===== src/rtl/ps2_rx_port_pkg.sv =====
// ps2_rx_port_pkg: frame states, prefix bytes and frame validity helper for the PS/2 receiver.
package ps2_rx_port_pkg;
  typedef enum logic [1:0] {IDLE, RECV, PARITY, STOP} frame_state_e;
  localparam logic [7:0] PS2_EXT = 8'hE0;
  localparam logic [7:0] PS2_BRK = 8'hF0;
  function automatic logic frame_ok(input logic [7:0] b, input logic par, input logic stop);
    return stop & (^{b, par});
  endfunction
endpackage


===== src/rtl/ps2_rx_port_sync_filter.sv =====
// ps2_sync_filter: synchronizes both PS/2 pins, deglitches the clock and pulses on its falling edge.
module ps2_sync_filter #(
  parameter int FILTER_LEN = 8
) (
  input  logic clk,
  input  logic rst,
  input  logic ps2clk_i,
  input  logic ps2data_i,
  output logic data_o,
  output logic fall_o
);
  logic [1:0] csync_q, dsync_q;
  logic [FILTER_LEN-1:0] hist_q;
  logic filt_q, filt_d, fall_q;
  // the filtered level only moves once the whole history agrees
  always_comb filt_d = &hist_q ? 1'b1 : ~|hist_q ? 1'b0 : filt_q;
  always_ff @(posedge clk) begin
    if (rst) begin
      csync_q <= '1;
      dsync_q <= '1;
      hist_q  <= '1;
      filt_q  <= 1'b1;
      fall_q  <= 1'b0;
    end else begin
      csync_q <= {csync_q[0], ps2clk_i};
      dsync_q <= {dsync_q[0], ps2data_i};
      hist_q  <= {hist_q[FILTER_LEN-2:0], csync_q[1]};
      filt_q  <= filt_d;
      fall_q  <= filt_q & ~filt_d;
    end
  end
  assign data_o = dsync_q[1];
  assign fall_o = fall_q;
endmodule


===== src/rtl/ps2_rx_port.sv =====
// ps2_rx_port: PS/2 receive port; deframes device frames, strips E0/F0 prefixes, strobes one event per key.
module ps2_rx_port
  import ps2_rx_port_pkg::*;
#(
  parameter int FILTER_LEN     = 8,
  parameter int TIMEOUT_CYCLES = 100000
) (
  input  logic       clk,
  input  logic       rst,
  input  logic       enable_rcv,
  input  logic       kb_or_mouse,
  input  logic       ps2clk_ext,
  input  logic       ps2data_ext,
  output logic       kb_interrupt,
  output logic [7:0] scancode,
  output logic       released,
  output logic       extended
);
  localparam int WD_W = $clog2(TIMEOUT_CYCLES + 1);
  frame_state_e state_q, state_d;
  logic [2:0] cnt_q, cnt_d;
  logic [7:0] byte_q, byte_d, sc_q, sc_d;
  logic [WD_W-1:0] wd_q, wd_d;
  logic par_q, par_d, ext_q, ext_d, rel_q, rel_d;
  logic released_q, released_d, extended_q, extended_d, int_q, int_d;
  logic din, fall;
  ps2_sync_filter #(.FILTER_LEN(FILTER_LEN)) u_sync (
    .clk(clk), .rst(rst), .ps2clk_i(ps2clk_ext), .ps2data_i(ps2data_ext),
    .data_o(din), .fall_o(fall)
  );
  always_ff @(posedge clk) begin
    if (rst) begin
      state_q    <= IDLE;
      cnt_q      <= '0;
      byte_q     <= '0;
      par_q      <= 1'b0;
      wd_q       <= '0;
      ext_q      <= 1'b0;
      rel_q      <= 1'b0;
      sc_q       <= '0;
      released_q <= 1'b0;
      extended_q <= 1'b0;
      int_q      <= 1'b0;
    end else begin
      state_q    <= state_d;
      cnt_q      <= cnt_d;
      byte_q     <= byte_d;
      par_q      <= par_d;
      wd_q       <= wd_d;
      ext_q      <= ext_d;
      rel_q      <= rel_d;
      sc_q       <= sc_d;
      released_q <= released_d;
      extended_q <= extended_d;
      int_q      <= int_d;
    end
  end
  always_comb begin
    state_d    = state_q;
    cnt_d      = cnt_q;
    byte_d     = byte_q;
    par_d      = par_q;
    ext_d      = ext_q;
    rel_d      = rel_q;
    sc_d       = sc_q;
    released_d = released_q;
    extended_d = extended_q;
    int_d      = 1'b0;
    wd_d       = (fall || state_q == IDLE) ? '0 : wd_q + WD_W'(1);
    case (state_q)
      IDLE:   if (fall && !din) begin
        state_d = RECV;
        cnt_d   = '0;
      end
      RECV:   if (fall) begin
        byte_d  = {din, byte_q[7:1]};
        cnt_d   = cnt_q + 3'd1;
        state_d = (cnt_q == 3'd7) ? PARITY : RECV;
      end
      PARITY: if (fall) begin
        par_d   = din;
        state_d = STOP;
      end
      STOP:   if (fall) begin
        state_d = IDLE;
        if (frame_ok(byte_q, par_q, din)) begin
          if (!kb_or_mouse && byte_q == PS2_EXT) ext_d = 1'b1;
          else if (!kb_or_mouse && byte_q == PS2_BRK) rel_d = 1'b1;
          else begin
            sc_d       = byte_q;
            extended_d = ext_q & ~kb_or_mouse;
            released_d = rel_q & ~kb_or_mouse;
            int_d      = 1'b1;
            ext_d      = 1'b0;
            rel_d      = 1'b0;
          end
        end
      end
      default: state_d = IDLE;
    endcase
    // a stalled device must not leave the deframer stuck mid-frame
    if (state_q != IDLE && !fall && wd_q == WD_W'(TIMEOUT_CYCLES - 1)) state_d = IDLE;
    if (kb_or_mouse) begin
      ext_d = 1'b0;
      rel_d = 1'b0;
    end
    if (!enable_rcv) begin
      state_d = IDLE;
      ext_d   = 1'b0;
      rel_d   = 1'b0;
      int_d   = 1'b0;
    end
  end
  assign kb_interrupt = int_q;
  assign scancode     = sc_q;
  assign released     = released_q;
  assign extended     = extended_q;
endmodule


===== config.mk =====
export PLATFORM = sky130hd
export DESIGN_NAME = ps2_rx_port
export DESIGN_NICKNAME = d
export VERILOG_FILES = /design/src/rtl/ps2_rx_port_pkg.sv /design/src/rtl/ps2_rx_port_sync_filter.sv /design/src/rtl/ps2_rx_port.sv
export SDC_FILE = /design/constraint.sdc
export NUM_CORES = 1
export LEC_CHECK = 0
export CAP_MARGIN = 40
export CORE_MARGIN = 3
export CORE_UTILIZATION = 40
export CTS_BUF_LIST = sky130_fd_sc_hd__clkbuf_8
export DETAILED_ROUTE_END_ITERATION = 7
export PLACE_DENSITY_LB_ADDON = 0.1
export SLEW_MARGIN = 20
export SYNTH_ARGS = -nofsm -noshare
export SYNTH_HDL_FRONTEND = slang
export SYNTH_SLANG_ARGS = --single-unit
export TNS_END_PERCENT = 1

===== constraint.sdc =====
create_clock -name clk -period 2.39 [get_ports clk]
set_clock_uncertainty 0.05 [all_clocks]
set_input_delay 0.3585 -clock clk [delete_from_list [all_inputs] [get_ports clk]]
set_output_delay 0.3585 -clock clk [all_outputs]
set_load 0.005 [all_outputs]

==> results_dict.tcl <==
set metrics [dict create \
    outcome "finished clean" \
    htreeDepth 3 \
    cts_sinks 58 \
    rsz0062_at_grt "no" \
    fin_nets 285 \
    irDropWorstVdd_v 0.000294 \
    setup_ws_ps 390 \
    cts_setup_buffers 0 \
    io_buffers 16 \
    ys_seq_area_share_pct 46.4 \
    post-route-drc-count 0 \
    gr-total-overflow 0 \
    dp_hpwl_mm 2.91 \
    critPathKind "reg -> reg" \
    async_flop_share_pct 0 \
    p_seq_share_pct 55.6 \
    worstMarginPinSlew_ps 496 \
    final_antenna_net_count 0 \
    clock_latency_ps 330 \
    worstPathRequired_ps 2580 \
    first_global_vias 1622 \
    antenna_found_initial 0 \
    netlist_instances 261 \
    antenna_cells 0 \
    p_sw_uw 376 \
    power.share.clock_pct 42.6 \
    core-area_um2 5990 \
    slew-limit-headroom_pct 66.8 \
    cts_root_buffer "clkbuf_8" \
    synth.area.top_cells "dfxtp_1 46%, mux2i_1 7.2%, nand2b_1 4.7%" \
    tns_ps 0 \
    drive_above_1_share_pct 12.2 \
    cts_tree "built" \
    via_per_inst 5.11 \
    synth_fp_nets 270 \
    place.gp.congestion 0.818 \
    dp_cells 340 \
    wl_per_cell_um 12.5 \
    vias 1809 \
    netlist.top_cell.by_area "dfxtp_1" \
    period_needed_ps 2000 \
    netSwitchingFraction_pct 21.5 \
    path_clk_slew_ps 60 \
    dr.first_iter.drc_count 74 \
    yosysWarnings 0 \
    holdBufCountCts 0 \
    stdcell_count 354 \
    grt_pass1_wl_mm 7.36 \
    preCtsSetupSlack_ps 383 \
    areaGrowthSynthToFinish_pct 14.4 \
    clockBufferDepth 2 \
    crit_arrival_ps 2190 \
    chipWidth_um 85.1 \
    final_max_slew_viol_count 0 \
    start_util_pct 41.8 \
    yosysTopAreaCellShare_pct 46.4 \
    ios 17 \
    hold_class "reg -> reg" \
    period_share_pct 83.7 \
    drtPass1Iterations 4 \
    synth-edff-count 0 \
    die_height_um 85.1 \
    power.leakage_nw 1.04 \
    avgSynthCellArea_um2 9.60 \
    die_area_um2 7250 \
    grt_max_degree 47 \
    endpoint_kind "flip-flop" \
    yosysUniqueCellTypes 43 \
    wirelength_mm 4.44 \
    synth_seq_cells 58 \
    grtUsageTotal_pct 13.0 \
    numCtsBuffers 9 \
    synth_flop_cell "dfxtp_1" \
    num_rows 28 \
    setup.worst_path.start_class "flip-flop" \
    setup-violations-final 0 \
    comb_power_share_pct 1.8 \
    cts-resized-gates 0 \
    hold_viol 0 \
    fmax_ghz 0.500 \
    power.density_nw_per_um2 610 \
    drv_cap 0 \
    p_int_mw 1.37 \
    worstPathMaxFanout 6 \
    netlist_area_um2 2500 \
]
[critical path: stages (launching register included)]
cell and delay (ps):
dfxtp_1 440, xor2_1 170, xnor3_2 490, or4_1 500, a311oi_1 250
[cells in the mapped netlist, types with 2 or more instances]
| cell | number |
|---|---|
| dfxtp_1 | 58 |
| nor2_1 | 27 |
| nand2b_1 | 19 |
| mux2i_1 | 18 |
| or2_2 | 14 |
| clkbuf_1 | 12 |
| nand2_1 | 12 |
| xor2_1 | 11 |
| a21oi_1 | 10 |
| nand4_1 | 7 |
| nor3_1 | 6 |
| inv_1 | 5 |
| nand3_1 | 5 |
| or3_1 | 5 |
| or4_1 | 4 |
| xnor2_1 | 4 |
| and4_1 | 3 |
| ha_1 | 3 |
| nand3b_1 | 3 |
| nand4b_1 | 3 |
| nor4_1 | 3 |
| o21ai_0 | 3 |
| a311oi_1 | 2 |
| and2_1 | 2 |
| buf_6 | 2 |
| o21bai_1 | 2 |
| or2b_1 | 2 |
[worst paths after layout]
kind / endpoint / slack, ps / start / cells past startpoint
min reg2reg: u_sync.dsync_q[1] / 350 / u_sync.dsync_q[0] / 1
max: ext_q / 390 / byte_q[1] / 4
min: u_sync.dsync_q[1] / 350 / u_sync.dsync_q[0] / 1
max reg2reg: ext_q / 390 / byte_q[1] / 4
[metal layers]
metal  share of wire [%]  GRT usage [%]
met5                   0              0
met3                 4.1           4.08
met4                 2.2           6.91
met2                  41           18.4
met1                  52           17.7
[cell usage in the layout, fill, tap and decap left out, drive strengths merged, types with 7 or more instances in the layout]
cell and count:
nor2 27, nand2b 19, mux2i 18, or2 14, clkbuf 10, nand4 7, dfxtp 58, xor2 11
clkdlybuf4s50 16, a21oi 10, nand2 12
[layout make-up]
class                   count  area, µm²
clock inverters             4       20.0
multi-input cells         182       1240
repair buffers             20        190
well taps                  75       93.8
clock buffers              10        138
fillers                   586       3120
flip-flops and latches     58       1160
inverters                   5       18.8
[power groups by stage]
stage	Sequential [mW]	Clock [mW]	Combinational (mW)
6_report	0.973	0.745	0.0311
3_3_place_gp	0.995	0	0.0324
2_1_floorplan	0.994	0	0.0188
3_5_place_dp	0.995	0	0.0324
4_1_cts	0.973	0.775	0.0324
5_1_grt	0.973	0.815	0.0348
[flip-flops by register name (all words and copies together) (netlist names), named ones only]
name and cells:
par_q 1, kb_interrupt 1, byte_q 8, u_sync.hist_q 8, u_sync.csync_q 2, released 1
extended 1, wd_q 17, u_sync.dsync_q 2, u_sync.fall_o 1, rel_q 1, u_sync.filt_q 1
cnt_q 3, state_q 1, ext_q 1, scancode 8
[per-stage QoR]
stage	hold slack, ps	power, mW	util, %	area, µm²
2_1_floorplan	339	1.01	-	2500
3_3_place_gp	341	1.03	45.2	2710
3_5_place_dp	344	1.03	45.2	2710
4_1_cts	352	1.78	47.8	2870
5_1_grt	363	1.82	47.8	2870
6_report	352	1.75	47.8	2870
[kinds of logic after synthesis]
logic type	after synthesis	synth area share, %
flops	58	46.4
simple gates	120	27.0
xor+xnor	18	8.04
buf+inv	21	3.95
fa+ha+maj	3	1.50
mux	19	7.64
compound gates	22	5.49
Power figures use the tool's default switching activity.
